**src/rtl/mips_cpu_pc_sequencer.sv**
```systemverilog
// PC sequencer for the multicycle MIPS core: fetches over a waitrequest bus, holds the
// instruction for execute, and steps the PC with a single branch delay slot and halt detect.
module mips_cpu_pc_sequencer #(
    parameter logic [31:0] RESET_VECTOR = 32'hBFC00000,
    parameter logic [31:0] HALT_ADDR    = 32'h00000000
) (
    input  logic        clk,
    input  logic        reset,
    input  logic        clk_enable,
    output logic [31:0] pc_out,
    output logic        fetch_read,
    output logic [31:0] fetch_address,
    input  logic        fetch_waitrequest,
    input  logic [31:0] fetch_readdata,
    output logic [31:0] instr,
    output logic        instr_valid,
    input  logic        exec_done,
    input  logic        branch_taken,
    input  logic [31:0] branch_target,
    output logic        delay_slot,
    output logic        active
);

    typedef enum logic [1:0] {
        S_FETCH,
        S_EXEC,
        S_HALTED
    } state_t;

    state_t      state_q;
    logic [31:0] pc_q;
    logic [31:0] instr_q;
    logic        delay_slot_q;
    logic        pending_q;
    logic [31:0] pending_target_q;

    always_ff @(posedge clk) begin
        if (reset) begin
            state_q          <= S_FETCH;
            pc_q             <= RESET_VECTOR;
            instr_q          <= '0;
            delay_slot_q     <= 1'b0;
            pending_q        <= 1'b0;
            pending_target_q <= '0;
        end else if (clk_enable) begin
            case (state_q)
                S_FETCH: begin
                    if (!fetch_waitrequest) begin
                        instr_q <= fetch_readdata;
                        state_q <= S_EXEC;
                    end
                end
                S_EXEC: begin
                    if (exec_done) begin
                        // A pending redirect retires the delay slot; any branch in the slot is dropped.
                        if (pending_q) begin
                            pc_q         <= pending_target_q;
                            pending_q    <= 1'b0;
                            delay_slot_q <= 1'b0;
                            state_q      <= (pending_target_q == HALT_ADDR) ? S_HALTED : S_FETCH;
                        end else begin
                            pc_q <= pc_q + 32'd4;
                            if (branch_taken) begin
                                pending_q        <= 1'b1;
                                pending_target_q <= branch_target & ~32'd3;
                                delay_slot_q     <= 1'b1;
                            end
                            state_q <= S_FETCH;
                        end
                    end
                end
                S_HALTED: ;
                default: state_q <= S_FETCH;
            endcase
        end
    end

    assign pc_out        = (state_q == S_HALTED) ? HALT_ADDR : pc_q;
    assign fetch_read    = (state_q == S_FETCH) && !reset;
    assign fetch_address = {pc_q[31:2], 2'b00};
    assign instr         = instr_q;
    assign instr_valid   = (state_q == S_EXEC);
    assign delay_slot    = delay_slot_q;
    assign active        = (state_q != S_HALTED);

endmodule
```
**config.mk**
```make
export PLATFORM = sky130hd
export DESIGN_NAME = mips_cpu_pc_sequencer
export DESIGN_NICKNAME = d
export VERILOG_FILES = /design/src/rtl/mips_cpu_pc_sequencer.sv
export SDC_FILE = /design/constraint.sdc
export NUM_CORES = 1
export LEC_CHECK = 0
export BUFFER_PORTS_ARGS = -buffer_cell sky130_fd_sc_hd__buf_2
export CORE_MARGIN = 4
export CORE_UTILIZATION = 53
export DETAILED_ROUTE_END_ITERATION = 10
export PLACE_DENSITY_LB_ADDON = 0.15
export SLEW_MARGIN = 5
export SYNTH_ARGS = -nofsm -noshare
export SYNTH_HDL_FRONTEND = slang
export SYNTH_SLANG_ARGS = --single-unit
```
**constraint.sdc**
```tcl
create_clock -name clk -period 4.25 [get_ports clk]
set_input_delay 0.85 -clock clk [delete_from_list [all_inputs] [get_ports clk]]
set_output_delay 0.85 -clock clk [all_outputs]
set_load 0.005 [all_outputs]
```
==> out/results.ini <==
[grt]
grt_max_degree=86
grt_pass1_wl_mm=20.2
antenna_found_initial=0
grt_pass1_vias=4120
overflow=0
grt_usage_pct=24.5

[sta]
max_freq_mhz=353
maxSlewViolCount=0
tightest_slew_ns=1.10
fin_crit_sh_pct=66.6
rsz0062_at_grt=false
hold_viol=0
fin_worst_skew_ns=0.0112
tns_ns=0
fin_ws_ns=1.42
period_needed_ns=2.83
finalSetupViolations=0
relSlewSlack_pct=26.8

[power]
netSwitchingFraction_pct=26.0
p_comb_share_pct=12.6
switchingPower_mw=0.476
leakagePower_nw=2.42
p_per_area_mw_per_mm2=329
p_seq_share_pct=53.8
total_power_mw=1.83
p_clk_share_pct=33.6
ir_drop_mv=0.188
power.internal_mw=1.35

[route]
final_antenna_net_count=0
drc=0
vias=4604
drt-vias-per-instance=5.53
first_iter_violations=277
wl_mm=12.7
dr.pass1.iters=5
wl_per_cell_um=15.2

[clock_network]
clkTransAtPathRegs_ns=0.09
cts.sinks=96
clockRootBuffer=clkbuf_8
clk_latency_ns=0.36
cts_tree=yes
postCtsSetupRepairBufs=0
cts_hold_buf=0
numCtsBuffers=9
ctsResizeCount=0
cts_buffer_depth=2
cts.htree.levels=3

[place]
place_inst=818
globalplace.congestion=0.907
port_buffers=163
place_ws_ns=1.44
dp_hpwl_mm=8.93
placed_area_mm2=0.00536

[synthesis]
syn-mean-instance-area_um2=7.74
synth_cell_types=53
ys.flop_type=dfxtp_1
netlist_instances=591
synth.area.top_cells=dfxtp_1, nand2_1, a21oi_1
synth-edff-count=0
ys_seq_elements=96
seq_area_frac_synth_pct=42.0
async_reset_ff_share_pct=0
yosysTopAreaCellShare_pct=42.0
synth_area_mm2=0.00457
ys_warn_count=0
yosysTopAreaCell=dfxtp_1

[min_path]
hold_path_class=register to register

[layout]
regArea_mm2=0.00192
layout_common_cells=buf_2, nand2_1, dfxtp_1
antenna-diode-count=0
final_cell_area_mm2=0.00557
layout.nets=795
area_growth_syn_to_layout_pct=21.8
instances_no_fill=833
layout-drive-gt1-share_pct=26.4
final_common_cell=buf_2
fillCellCount=762
multiInputGateArea_mm2=0.00244

[critical_path]
critPathSlowestCell=nand2b_1
max_stage_delay_ns=0.56
crit_path_max_fanout=31
startpoint_type=register
cp.arrival_ns=1.98
path_buf_inv=1
worstSetupEndpointType=output port
path_class=register to output port
critical_path.cell_chain=nand2b_1 -> and2_1 -> buf_2
crit_family=simple AND/OR/NAND/NOR gates
critPathRequiredTime_ns=3.40

[flow_run]
drv_cap=0

[floorplanning]
dieArea_mm2=0.0102
die_y_um=101
start_util_pct=55.1
num_rows=33
core_area_mm2=0.00830
dieWidth_um=101
pin_count=170

[run_status]
status=finished clean

stage by stage:
stage / utilization, % / hold slack (ns)
after CTS: 67.1 / 0.457
final: 67.1 / 0.456
after floorplan: - / 0.445
after detailed placement: 64.6 / 0.443
after global routing: 67.1 / 0.476
after global placement: 64.6 / 0.438
flip-flops by register name, summed over array words and instances (netlist names):
name and count:
delay_slot 1, instr 32, pc_q 30, pending_q 1, pending_target_q 30, state_q 2
area by class of cell:
class                   count  area share (%)
multi-input cells         445            43.8
flip-flops and latches     96            34.5
repair buffers            168            15.3
clock buffers              11            2.72
well taps                 105            2.36
clock inverters             4           0.967
inverters                   4           0.270
worst min-delay path: stages, from the launching register on:
cell and delay, ns:
dfxtp_1 0.32, nand2_1 0.05, a21oi_1 0.05
synthesized netlist by cell type (all sizes together) (8+ instances only):
cell type / instances
a211oi: 10
and3: 13
a21oi: 82
nor3: 13
o21ai: 14
nor4: 8
nand3: 10
and2: 33
clkbuf: 31
nand2: 148
buf: 18
mux2i: 11
nor2: 30
nand4: 10
dfxtp: 96
layer usage:
metal,share of wire [%],track usage [%],vias to the layer above
met1,46,35.1,2075
li1,-,-,2327
met4,1.3,7.25,0
met3,7.9,4.91,19
met2,45,37.5,183
met5,0,0,-
kinds of logic (layout without fill, tap and decap cells):
family / after synthesis / after routing / synth area share, %
multiplexers: 11 / 11 / 2.41
other: 1 / 4 / 0.0820
flip-flops: 96 / 96 / 42.0
AND/OR/NAND/NOR: 290 / 290 / 32.1
adder cells (fa/ha/maj): 1 / 1 / 0.274
buffers and inverters: 53 / 187 / 5.04
AO/OA/AOI/OAI: 139 / 139 / 18.1
power by group through the flow:
stage	sequential [mW]	combinational, mW	clock, mW
after floorplan	0.990	0.135	0
after global placement	1.00	0.226	0
after detailed placement	1.00	0.231	0
after CTS	0.983	0.232	0.619
after global routing	0.992	0.260	0.665
final	0.984	0.231	0.614
path summary, 6_finish.rpt:
| kind | startpoint | slack, ns | end | cells after the start |
|---|---|---|---|---|
| max reg2reg | state_q[0]$_SDFFE_PP0P_ | 1.86 | pending_target_q[29]$_SDFFE_PP0P_ | 5 |
| min | instr[22]$_SDFFE_PP0P_ | 0.46 | instr[22]$_SDFFE_PP0P_ | 2 |
| min reg2reg | instr[22]$_SDFFE_PP0P_ | 0.46 | instr[22]$_SDFFE_PP0P_ | 2 |
| max | state_q[1]$_SDFFE_PP0P_ | 1.42 | pc_out[23] | 3 |
No activity file was read; power rests on OpenSTA's default activity.
